==> src/rtl/stm_transition_sched.sv <==
// stm_transition_sched: buffers host-issued STM segment-transition requests
// and hands them to the swapchain one at a time, holding back the next request
// until the previous one has switched segments and, for finite loops, stopped.
module stm_transition_sched #(
    parameter int DEPTH_LOG2 = 2
) (
    input  logic                  CLK,
    input  logic                  RST,
    input  logic                  PUSH_VALID,
    output logic                  PUSH_READY,
    input  logic                  PUSH_SEGMENT,
    input  logic [7:0]            PUSH_MODE,
    input  logic [63:0]           PUSH_VALUE,
    input  logic [31:0]           PUSH_REP,
    input  logic                  FLUSH,
    input  logic                  SEGMENT,
    input  logic                  STOP,
    output logic                  UPDATE_SETTINGS,
    output logic                  REQ_RD_SEGMENT,
    output logic [7:0]            TRANSITION_MODE,
    output logic [63:0]           TRANSITION_VALUE,
    output logic [1:0][31:0]      REP,
    output logic                  BUSY,
    output logic [DEPTH_LOG2:0]   LEVEL
);

    localparam int                    DEPTH        = 1 << DEPTH_LOG2;
    localparam logic [DEPTH_LOG2:0]   DEPTH_CNT    = (DEPTH_LOG2 + 1)'(DEPTH);
    localparam logic [DEPTH_LOG2:0]   CNT_ONE      = (DEPTH_LOG2 + 1)'(1);
    localparam logic [DEPTH_LOG2-1:0] PTR_ONE      = DEPTH_LOG2'(1);
    localparam logic [31:0]           REP_INFINITE = 32'hFFFF_FFFF;

    typedef struct packed {
        logic        seg;
        logic [7:0]  mode;
        logic [63:0] value;
        logic [31:0] rep;
    } req_t;

    typedef enum logic [1:0] {
        S_IDLE,
        S_ISSUE,
        S_WAIT_SWITCH,
        S_WAIT_STOP
    } state_t;

    req_t                  mem_q [DEPTH];
    logic [DEPTH_LOG2-1:0] wr_ptr_q, wr_ptr_d;
    logic [DEPTH_LOG2-1:0] rd_ptr_q, rd_ptr_d;
    logic [DEPTH_LOG2:0]   count_q, count_d;

    state_t                state_q, state_d;
    logic                  stop_armed_q, stop_armed_d;
    logic                  strobe_q, strobe_d;

    logic                  seg_q, seg_d;
    logic [7:0]            mode_q, mode_d;
    logic [63:0]           value_q, value_d;
    logic [1:0][31:0]      rep_q, rep_d;

    logic                  full;
    logic                  empty;
    logic                  push;
    logic                  pop;
    req_t                  head;
    req_t                  push_req;

    assign full     = (count_q == DEPTH_CNT);
    assign empty    = (count_q == '0);
    assign head     = mem_q[rd_ptr_q];
    assign push_req = '{seg: PUSH_SEGMENT, mode: PUSH_MODE, value: PUSH_VALUE, rep: PUSH_REP};

    // FLUSH and RST both block acceptance so nothing lands in a queue being dropped.
    assign PUSH_READY = ~full & ~FLUSH & ~RST;
    assign push       = PUSH_VALID & PUSH_READY;

    // Request storage; contents are only meaningful between the pointers.
    always_ff @(posedge CLK) begin
        if (push) begin
            mem_q[wr_ptr_q] <= push_req;
        end
    end

    // FIFO pointer and occupancy next-state; flush wins over push and pop.
    always_comb begin
        wr_ptr_d = wr_ptr_q;
        rd_ptr_d = rd_ptr_q;
        count_d  = count_q;
        if (FLUSH) begin
            wr_ptr_d = '0;
            rd_ptr_d = '0;
            count_d  = '0;
        end else begin
            if (push) begin
                wr_ptr_d = wr_ptr_q + PTR_ONE;
            end
            if (pop) begin
                rd_ptr_d = rd_ptr_q + PTR_ONE;
            end
            case ({push, pop})
                2'b10:   count_d = count_q + CNT_ONE;
                2'b01:   count_d = count_q - CNT_ONE;
                default: count_d = count_q;
            endcase
        end
    end

    // Scheduler next-state: pop/issue, classify, then wait for switch and loop stop.
    always_comb begin
        state_d      = state_q;
        stop_armed_d = stop_armed_q;
        strobe_d     = 1'b0;
        pop          = 1'b0;
        seg_d        = seg_q;
        mode_d       = mode_q;
        value_d      = value_q;
        rep_d        = rep_q;
        case (state_q)
            S_IDLE: begin
                if (!FLUSH && !empty) begin
                    pop             = 1'b1;
                    seg_d           = head.seg;
                    mode_d          = head.mode;
                    value_d         = head.value;
                    rep_d[head.seg] = head.rep;
                    strobe_d        = 1'b1;
                    state_d         = S_ISSUE;
                end
            end
            S_ISSUE: begin
                // Infinite repeats and same-segment targets take effect at once.
                if (FLUSH || rep_q[seg_q] == REP_INFINITE || seg_q == SEGMENT) begin
                    state_d = S_IDLE;
                end else begin
                    state_d = S_WAIT_SWITCH;
                end
            end
            S_WAIT_SWITCH: begin
                if (FLUSH) begin
                    // Retarget the segment already playing so the pending switch never fires.
                    strobe_d = 1'b1;
                    seg_d    = SEGMENT;
                    state_d  = S_IDLE;
                end else if (SEGMENT == seg_q) begin
                    stop_armed_d = 1'b0;
                    state_d      = S_WAIT_STOP;
                end
            end
            S_WAIT_STOP: begin
                // The first cycle ignores STOP: it may still be the previous loop's flag.
                if (FLUSH || (stop_armed_q && STOP)) begin
                    state_d = S_IDLE;
                end else begin
                    stop_armed_d = 1'b1;
                end
            end
            default: begin
                state_d = S_IDLE;
            end
        endcase
    end

    // Control state: FSM, strobe and FIFO bookkeeping.
    always_ff @(posedge CLK) begin
        if (RST) begin
            state_q      <= S_IDLE;
            stop_armed_q <= 1'b0;
            strobe_q     <= 1'b0;
            wr_ptr_q     <= '0;
            rd_ptr_q     <= '0;
            count_q      <= '0;
        end else begin
            state_q      <= state_d;
            stop_armed_q <= stop_armed_d;
            strobe_q     <= strobe_d;
            wr_ptr_q     <= wr_ptr_d;
            rd_ptr_q     <= rd_ptr_d;
            count_q      <= count_d;
        end
    end

    // Issued settings toward the swapchain; held stable between issues.
    always_ff @(posedge CLK) begin
        if (RST) begin
            seg_q   <= 1'b0;
            mode_q  <= '0;
            value_q <= '0;
            rep_q   <= {REP_INFINITE, REP_INFINITE};
        end else begin
            seg_q   <= seg_d;
            mode_q  <= mode_d;
            value_q <= value_d;
            rep_q   <= rep_d;
        end
    end

    // The strobe is masked by RST so a reset mid-issue drops it in the same cycle.
    assign UPDATE_SETTINGS  = strobe_q & ~RST;
    assign REQ_RD_SEGMENT   = seg_q;
    assign TRANSITION_MODE  = mode_q;
    assign TRANSITION_VALUE = value_q;
    assign REP              = rep_q;
    assign BUSY             = (state_q != S_IDLE) | ~empty;
    assign LEVEL            = count_q;

endmodule

==> config.mk <==
export PLATFORM = sky130hd
export DESIGN_NAME = stm_transition_sched
export DESIGN_NICKNAME = d
export VERILOG_FILES = /design/src/rtl/stm_transition_sched.sv
export SDC_FILE = /design/constraint.sdc
export NUM_CORES = 1
export LEC_CHECK = 0
export ABC_AREA = 0
export BUFFER_PORTS_ARGS = -buffer_cell sky130_fd_sc_hd__buf_4
export CAP_MARGIN = 20
export CORE_MARGIN = 4
export CORE_UTILIZATION = 40
export DETAILED_ROUTE_END_ITERATION = 10
export PLACE_DENSITY_LB_ADDON = 0.2
export SKIP_LAST_GASP = 1
export SYNTH_ARGS = -nofsm -noshare
export SYNTH_HDL_FRONTEND = slang
export SYNTH_SLANG_ARGS = --single-unit
==> constraint.sdc <==
create_clock -name CLK -period 4.1 [get_ports CLK]
set_input_delay 0.205 -clock CLK [delete_from_list [all_inputs] [get_ports CLK]]
set_output_delay 0.205 -clock CLK [all_outputs]
set_load 0.02 [all_outputs]
-- Word level (Yosys, flattened, before mapping)
Memory sizes are Yosys's and may differ from the RTL's. A register that Yosys moved wholly into a read port is not among the register bits.
Index checks and enable logic that the tools add are counted.
- memory bits (writable): 420
- bits of input ports: 111
- bits in registers: 148
- memories kept: 1
- muxes and demuxes: 27
- equal/unequal tests: 16
- magnitude comparators: 3
- reductions and logical operators: 19
- bitwise logic cells: 9
- add/sub/neg operators: 4
- memories (memory ; depth ; bits a word ; read ports ; clocked after memory_dff ; write ports ; line ; source):
    mem_q ; 4 ; 105 ; 1 ; 1 ; 1 ; 47 ; req_t mem_q [DEPTH];
- operator list (kind ; number):
    $mux 32 ; 3
    $bwmux 64 ; 1
    $demux 32 s1 ; 1
    $eq 32x32->1 const B ; 1
    $mux 2 ; 7
    $ne 2x2->1 const B ; 6
    $mux 1 ; 10
    $pmux 2 s4 ; 1
    $reduce_bool 2->1 ; 4
    $eq 2x2->1 const B ; 3
    $pmux 1 s2 ; 3
    $pmux 3 s2 ; 1
    $reduce_and 3->1 ; 2
    $add 2x1->2 const B ; 2
    $and 1x1->1 ; 4
    $eq 2x1->1 const B ; 2
    $lt 1x2->1 const B ; 2
    $not 1->1 ; 4
    $reduce_and 4->1 ; 1
    $add 3x1->3 const B ; 1
    $eq 3x3->1 const B ; 1
    $logic_and 1x1->1 ; 3
    $logic_not 3->1 ; 1
    $logic_or 1x1->1 ; 3
    other kinds (9) ; 11

-- Logic depth before layout (Yosys ltp)
Gate-level depths: netlist of run 1.
- depth after elaboration: 7
- depth in mapped cells: 10
- mapped depth without buffers: 9

-- Worst setup path after synthesis of run 1
OpenSTA, ideal clock, no wires.
- path type: in2reg
- start point: input port RST
- end point: memory mem_q[1][0] (netlist name), enable pin
- required time: 3624 ps
- buffers on the path: 1
- setup time: 476 ps
- arrival time: 3517 ps
- setup slack: 108 ps
- cell stages on the path: 4
- cells stage by stage: clkbuf_1 > or2_2 > a211oi_2 > and2_1
- cells in the longest elaborated chain, start to end: 5
- ends and longest elaborated chain (item ; line ; source):
    start, declared ; 8 ; input logic RST,
    $not 1->1 ; 74 ; assign PUSH_READY = ~full & ~FLUSH & ~RST;
    $and 1x1->1 ; 74 ;
    $and 1x1->1 ; 75 ; assign push = PUSH_VALID & PUSH_READY;
    $mux 1 ; 79 ; if (push) begin
    $mux 1 (implied by the code) ; 80 ; mem_q[wr_ptr_q] <= push_req;
    end, declared ; 47 ;
No other way between the ends.

==> results_dict.tcl, run 1 <==
set metrics [dict create \
    status "finished, final reports clean" \
    routed_wirelength_um 48500 \
    ys_warn_count 0 \
    worst_slew_pin_slew_ns 1.10 \
    finalHoldViolCount 0 \
    fin_util_pct 51.4 \
    fmax_ghz 0.377 \
    clock_tree.root_cell "clkbuf_16" \
    r2r_slack_ns 1.45 \
    clkTransAtPathRegs_ns 0.07 \
    cp_max_fo 38 \
    final_cell_mix "420 x edfxtp_1, 264 x buf_4, 148 x dfxtp_1" \
    reg2reg_depth 4 \
    report.final.slew_viol_count 0 \
    clkSinkCount 570 \
    cp.arrival_ns 3.14 \
    grt_max_degree 105 \
    drtIter0Drc 728 \
    worstHoldStart "PUSH_VALID" \
    synth_cells 1179 \
    synthTopCellsByArea "edfxtp_1 61%, dfxtp_1 14%, mux4_2 11%" \
    synth_edf_count 420 \
    rows 83 \
    period_share_pct 64.7 \
    cap_violations 0 \
    h-tree-depth 2 \
    drc_errors 0 \
    cp-start-kind "register" \
    hold_end "wr_ptr_q[0]" \
    start_util_pct 40.4 \
    die-area_um2 55600 \
    viasPerCell 5.08 \
    layout_commonest_cell "edfxtp_1" \
    synth-seq-area-share_pct 75.2 \
    syn-num-nets 1296 \
    final_net_count 1668 \
    yosys.area.top_type "edfxtp_1" \
    vdd_drop_max_mv 0.359 \
    grt_pass1_wl_um 74800 \
    synthArstFlopShare_pct 0 \
    grt_usage_pct 17.2 \
    place_congestion 0.756 \
    final.min_clock_period_ns 2.65 \
    coreArea_um2 51400 \
    clkLatencyLatePin_ns 0.61 \
    fillers 4313 \
    layout-drive-gt1-share_pct 29.5 \
    regToRegEndpoint "REP[55]" \
    fin_tns_setup_ns 0 \
    num_io_pins 254 \
    dp_hpwl_um 29200 \
    ant_nets 0 \
    vias 11606 \
    finalPower_mw 11.8 \
    relSlewSlack_pct 26.8 \
    ys_types 40 \
    setup-violations-final 0 \
    cp_data_required_time_ns 4.58 \
    grt_pass1_vias 12095 \
    fp.dieW_um 236 \
    hold_depth 5 \
    cts.path.max_buffers 3 \
    antenna_found_initial 6 \
    hp-class "primary input to register" \
    skew_ns 0.0347 \
    leakagePower_nw 9.01 \
    rsz0062_at_grt "false" \
    synth_area_um2 20800 \
    globalRouteOverflowTotal 0 \
    ys.flop_type "edfxtp_1" \
    routedWlPerCell_um 21.2 \
    numCtsBuffers 58 \
    post-cts-setup-buffers 0 \
    yosysTopAreaCellShare_pct 60.7 \
    critPathKind "register to register" \
    avgSynthCellArea_um2 17.6 \
    cts_tree "done" \
    p_per_area_nw_per_um2 448 \
    cp-end-kind "register" \
    synth-seq-cells 570 \
    die_h_um 236 \
    dr.pass1.iters 5 \
    portBuffers 253 \
    area_delta_synth_final_pct 27.3 \
]
## registers in the layout (all words and copies together), names as in the netlist, named ones only
| name | count |
|---|---|
| wr_ptr_q | 2 |
| stop_armed_q | 1 |
| REQ_RD_SEGMENT | 1 |
| REP | 64 |
| LEVEL | 3 |
| rd_ptr_q | 2 |
| state_q | 2 |
| strobe_q | 1 |
| mem_q | 420 |
| TRANSITION_MODE | 8 |
| TRANSITION_VALUE | 64 |
## timing repair
action                    4_1_cts  5_1_grt
hold buffers                  108        0
resized for setup               0        0
hold endpoints to repair      422        0
## report_power, final
part / switching (mW) / total [mW] / internal (mW)
Combinational: 0.234 / 0.463 / 0.229
Sequential: 0.0249 / 6.26 / 6.24
Clock: 2.13 / 5.11 / 2.98
## final cells by class
cell class	count	area (um^2)	area share, %
Clock buffer	90	1660	6.29
Antenna cell	4	10.0	0.0379
Inverter	9	33.8	0.128
Clock inverter	18	198	0.748
Timing Repair Buffer	380	3220	12.2
Sequential cell	570	15600	59.1
Multi-Input combinational cell	532	4830	18.3
Tap cell	680	851	3.22
## cell families (layout without fill, tap and decap cells)
family	after synthesis	after routing	synth area share [%]
simple gates	268	268	6.28
mux	116	116	11.9
fa+ha+maj	6	6	0.398
compound gates	136	136	4.34
buf+inv	77	497	1.64
xor+xnor	6	6	0.253
other cells	0	4	0
flops	570	570	75.2
## metrics by stage
| step | cell area, um^2 | hold WS, ns | worst slack [ns] | cells |
|---|---|---|---|---|
| 6_report | 26400 | 0.102 | 1.45 | 2283 |
| 5_1_grt | 26400 | 0.124 | 1.27 | 2281 |
| 4_1_cts | 26400 | 0.0475 | 1.41 | 2279 |
| 3_5_place_dp | 23500 | 0.409 | 1.18 | 2063 |
| 3_3_place_gp | 23500 | 0.407 | 1.23 | 2063 |
| 2_1_floorplan | 20800 | 0.304 | 0.108 | 1179 |
## worst max-delay path, stage by stage (launching register included)
cell and delay (ns):
dfxtp_4 0.72, mux4_2 0.39, nand3_2 0.65, buf_4 0.45, a211o_1 0.30
## layer usage
layer	GRT usage, %	routed length (um)
met3	3.80	2560
met5	0	34
met4	3.79	789
met1	24.5	21900
met2	27.6	23200
## worst max-delay path by stage
stage,endpoint,cells past startpoint,slack (ns),start
after floorplan,mem_q[1][0],4,0.11,RST
after global placement,mem_q[1][53],5,1.23,RST
after detailed placement,mem_q[1][53],5,1.18,RST
after CTS,REP[52],4,1.41,register
after global routing,REP[51],4,1.27,register
final,REP[55],4,1.45,register
## cell usage after synthesis, types with 5 or more instances
cell	number
nor2_1	12
buf_2	20
nand2_1	148
ha_1	5
nand2b_1	10
a21oi_1	76
clkbuf_1	37
buf_4	5
edfxtp_1	420
inv_1	9
a211o_1	54
nand4_1	13
and2_1	37
mux4_2	105
nor2b_1	25
dfxtp_1	150
buf_1	5
mux2i_1	11
Power figures use the tool's default switching activity.
==> inputs of run 2 (changes only) <==
==> constraint.sdc (replaced) <==
create_clock -name CLK -period 2.63 [get_ports CLK]
set_input_delay 0.1315 -clock CLK [delete_from_list [all_inputs] [get_ports CLK]]
set_output_delay 0.1315 -clock CLK [all_outputs]
set_load 0.02 [all_outputs]
==> run 2 against run 1 <==
Clock skew shrank 0.0051 ns. Register-to-register slack lost 1.2 ns. Total power up 58%. Sequential share of layout area fell by 0.57 points. Worst hold slack got worse by 0.014 ns. Sequential power grew 56%. Die area is the same. Sequential cell count stayed put. Cell count is 0.31% higher. Final area increased by 0.98%. Non-clock buffer count up 11. Setup slack got worse by 1.2 ns. Largest cell class unchanged.
==> results_dict.tcl, run 2 (same netlist as run 1, synthesis figures left out) <==
set metrics [dict create \
    post-cts-setup-buffers 0 \
    finalHoldViolCount 0 \
    status "finished, final reports clean" \
    routed_wirelength_um 47700 \
    grt_pass1_wl_um 73700 \
    final_net_count 1678 \
    drc_errors 0 \
    fp.dieW_um 236 \
    relSlewSlack_pct 33.7 \
    num_io_pins 254 \
    clkLatencyLatePin_ns 0.61 \
    vdd_drop_max_mv 0.623 \
    portBuffers 253 \
    die-area_um2 55600 \
    viasPerCell 5.04 \
    critPathKind "register to register" \
    cap_violations 0 \
    period_share_pct 91.5 \
    fin_tns_setup_ns 0 \
    cp-start-kind "register" \
    dp_hpwl_um 28200 \
    cp.arrival_ns 2.88 \
    clkSinkCount 570 \
    grt_pass1_vias 12217 \
    final_cell_mix "420 x edfxtp_1, 265 x buf_4, 148 x dfxtp_1" \
    report.final.slew_viol_count 0 \
    worst_slew_pin_slew_ns 0.995 \
    leakagePower_nw 9.14 \
    routedWlPerCell_um 20.8 \
    numCtsBuffers 57 \
    ant_nets 0 \
    p_per_area_nw_per_um2 701 \
    cts_tree "done" \
    cts.path.max_buffers 3 \
    place_congestion 0.743 \
    vias 11540 \
    largest_reg_flops 420 \
    rows 83 \
    layout-drive-gt1-share_pct 30.5 \
    cp_data_required_time_ns 3.10 \
    drtIter0Drc 535 \
    cp-end-kind "register" \
    layout_commonest_cell "edfxtp_1" \
    finalPower_mw 18.7 \
    fillers 4221 \
    clock_tree.root_cell "clkbuf_16" \
    antenna_found_initial 1 \
    setup-violations-final 0 \
    final_cells 2290 \
    dr.pass1.iters 5 \
    coreArea_um2 51400 \
    r2r_slack_ns 0.22 \
    h-tree-depth 2 \
    die_h_um 236 \
    grt_usage_pct 17.0 \
    hp-class "primary input to register" \
    fmax_ghz 0.416 \
    start_util_pct 40.4 \
    rsz0062_at_grt "false" \
    skew_ns 0.0296 \
    final.min_clock_period_ns 2.41 \
    grt_max_degree 80 \
    cp_max_fo 33 \
    clkTransAtPathRegs_ns 0.06 \
    globalRouteOverflowTotal 0 \
    top_register "mem_q" \
    placedCellCount 2073 \
    area_delta_synth_final_pct 28.5 \
]
-- run 2: changes by cell type in the layout (fill, tap and decap cells not counted), sizes merged, moves of 2 or more --
cell / delta
clkbuf: -5
clkinvlp: +3
buf: +10
bufinv: +2
diode: -3
-- run 2: worst paths after layout --
check	endpoint	depth (start not counted)	startpoint
worst min register to register	TRANSITION_MODE[6]	2	TRANSITION_MODE[6]
worst max register to register	REQ_RD_SEGMENT	5	register
worst min-delay path	state_q[0]	5	STOP
worst max-delay path	REQ_RD_SEGMENT	5	register
-- run 2: critical path, stage by stage (launching register included) --
cell and delay [ns]:
dfxtp_4 0.52, mux4_2 0.61, nor3b_4 0.20, buf_6 0.26, a2111oi_0 0.10, dlygate4sd3_1 0.60
-- run 2: area by class of cell --
type	instances	area [um^2]	share of cell area [%]
antenna	1	2.50	0.00938
clock buffer	85	1650	6.19
clock inverter	22	284	1.06
inverter	9	33.8	0.127
multi-input combinational	532	4830	18.1
sequential	570	15600	58.5
tap	680	851	3.19
timing repair buffer	391	3410	12.8
-- run 2: timing repair --
item,CTS,global route
resized for setup,0,1
endpoints found under the setup margin,0,1
endpoints found under the hold margin,432,0
hold buffers,109,0
-- run 2: metal layers --
metal	wire (um)	vias to the layer above	global-route usage, %
li1	-	5312	-
met4	907	0	4.16
met2	22900	299	28.1
met1	20700	5867	22.7
met5	0	-	0
met3	3190	62	4.37
-- run 2: metrics by stage --
step                      utilization, %  setup slack (ns)  area, um^2  hold slack (ns)
final                               51.9             0.224       26700           0.0880
after global routing                51.9            0.0327       26700            0.108
after CTS                           51.9             0.127       26700           0.0445
after detailed placement            46.0             0.393       23700            0.334
after global placement              46.0             0.455       23700            0.332
after floorplan                        -            -0.212       20800            0.230
-- run 2: power by group --
group	leakage, nW	internal, mW	switching [mW]
Clock	0.937	4.85	3.37
Combinational	3.19	0.362	0.355
Sequential	5.01	9.73	0.0377
Total	9.14	14.9	3.77
==> inputs of run 3 (changes only) <==
--- a/config.mk
+++ b/config.mk
@@ -10,6 +10,7 @@
 export CAP_MARGIN = 20
 export CORE_MARGIN = 4
 export CORE_UTILIZATION = 40
+export CTS_CLUSTER_SIZE = 8
 export DETAILED_ROUTE_END_ITERATION = 10
 export PLACE_DENSITY_LB_ADDON = 0.2
 export SKIP_LAST_GASP = 1
==> constraint.sdc (replaced) <==
create_clock -name CLK -period 2.25 [get_ports CLK]
set_input_delay 0.1125 -clock CLK [delete_from_list [all_inputs] [get_ports CLK]]
set_output_delay 0.1125 -clock CLK [all_outputs]
set_load 0.02 [all_outputs]
==> run 3 against run 2 <==
Critical path depth fell by 2. Sequential power rose by 17%. Largest cell class unchanged. Critical path type is now register to output pin. Critical endpoint is now BUSY. Highest routed layer is now met5. Clock skew fell by 0.012 ns. Worst hold slack lost 0.027 ns. Total power grew 26%.
==> results_dict.tcl, run 3 (same netlist as run 1, synthesis figures left out) <==
set metrics [dict create \
    status "finished, final reports clean" \
    finalHoldViolCount 0 \
    placedCellCount 2080 \
    p_per_area_nw_per_um2 866 \
    die_h_um 236 \
    cts_tree "done" \
    finalPower_mw 23.6 \
    coreArea_um2 51400 \
    clkLatencyLatePin_ns 0.60 \
    dr.pass1.iters 5 \
    r2r_slack_ns 0.18 \
    p_sw_mw 4.70 \
    top_register "mem_q" \
    final_cell_mix "420 x edfxtp_1, 270 x buf_4, 147 x nand2_1" \
    area_delta_synth_final_pct 31.1 \
    largest_reg_flops 420 \
    grt_pass1_vias 12577 \
    final_net_count 1708 \
    antenna_found_initial 2 \
    place_congestion 0.761 \
    endpoint "BUSY" \
    dpl_cell_area_um2 23700 \
    fmax_ghz 0.477 \
    cp_data_required_time_ns 2.14 \
    reg2reg_depth 9 \
    pwr-share-seq_pct 48.5 \
    fin_area_um2 27200 \
    cp.arrival_ns 1.99 \
    fp.dieW_um 236 \
    post-cts-setup-buffers 0 \
    rows 83 \
    regToRegEndpoint "LEVEL[2]" \
    internal_power_mw 18.9 \
    grt_usage_pct 17.7 \
    rsz0062_at_grt "false" \
    drtIter0Drc 760 \
    cp-end-kind "output pin" \
    start_util_pct 40.4 \
    cp-start-kind "register" \
    numCtsBuffers 81 \
    num_io_pins 254 \
    fin_tns_setup_ns 0 \
    ant_nets 0 \
    grt_max_degree 143 \
    clkTransAtPathRegs_ns 0.05 \
    grt_pass1_wl_um 76400 \
    final.min_clock_period_ns 2.10 \
    portBuffers 253 \
    clock_tree.root_cell "clkbuf_16" \
    layout_commonest_cell "edfxtp_1" \
    dp_hpwl_um 29100 \
    cp_max_fo 6 \
    vdd_drop_max_mv 0.735 \
    p_sw_share_pct 19.9 \
    die-area_um2 55600 \
    routed_wirelength_um 49100 \
    r2r_start "state_q[0]" \
    clkPwrFrac_pct 47.9 \
    viasPerCell 5.09 \
    setup-violations-final 0 \
    final_cells 2336 \
    setup_ws_ns 0.152 \
    clkSinkCount 570 \
    leakagePower_nw 9.38 \
    globalRouteOverflowTotal 0 \
    worst_slew_pin_slew_ns 0.749 \
    period_share_pct 93.3 \
    h-tree-depth 3 \
    pre_cts_ws_ns 0.150 \
    critPathKind "register to output pin" \
    skew_ns 0.0172 \
    vias 11882 \
    drc_errors 0 \
    relSlewSlack_pct 50.0 \
    layout-drive-gt1-share_pct 30.2 \
    power_frac_comb_pct 3.6 \
    cts.path.max_buffers 3 \
    worstSetupStartpoint "LEVEL[0]" \
    cap_violations 0 \
    routedWlPerCell_um 21.0 \
    report.final.slew_viol_count 0 \
    hp-class "primary input to register" \
]
-- run 3: worst min-delay path by stage --
stage | depth (start not counted) | slack, ns | startpoint | endpoint
4_1_cts | 4 | 0.01 | RST | LEVEL[2]
3_3_place_gp | 1 | 0.31 | PUSH_VALUE[32] | mem_q[2][64]
5_1_grt | 4 | 0.06 | RST | LEVEL[2]
6_report | 4 | 0.06 | RST | register
3_5_place_dp | 1 | 0.32 | PUSH_VALUE[34] | mem_q[3][66]
2_1_floorplan | 0 | 0.21 | PUSH_REP[0] | mem_q[0][0]
-- run 3: power by group through the flow --
stage | logic (mW) | clock network, mW | registers (mW)
after detailed placement | 0.692 | 0 | 11.6
after global placement | 0.674 | 0 | 11.6
after global routing | 0.921 | 12.1 | 11.4
after CTS | 0.860 | 11.6 | 11.4
final | 0.848 | 11.3 | 11.4
after floorplan | 0.251 | 0 | 11.7
-- run 3: metrics by stage --
stage / hold WS, ns / util, %
2_1_floorplan: 0.211 / -
3_3_place_gp: 0.313 / 46.2
3_5_place_dp: 0.316 / 46.2
4_1_cts: 0.0105 / 52.9
5_1_grt: 0.0579 / 53.0
6_report: 0.0606 / 53.0
-- run 3: metal layers --
layer	share of wire [%]	wire length (um)	GRT usage, %
met5	0.026	13	0
met4	2.1	1040	6.10
met3	5.9	2900	4.34
met2	48	23600	28.1
met1	44	21600	24.0
-- run 3: cell type report --
cell class,instances,area [um^2]
inverter,9,35.0
multi-input combinational,532,4840
sequential,570,15600
fill,4205,24200
antenna,2,5.00
clock buffer,143,2330
timing repair buffer,397,3480
clock inverter,3,55.1
tap,680,851
-- run 3: worst max-delay path: stages, from the launching register on --
cell,delay [ns]
dfxtp_2,0.34
or3_1,0.46
or3_1,0.40
buf_4,0.18
-- run 3: what timing repair did --
item | in CTS | in global routing
endpoints found under the hold margin | 424 | 0
hold buffers | 108 | 0
resized for setup | 0 | 1
setup endpoints to repair | 0 | 10
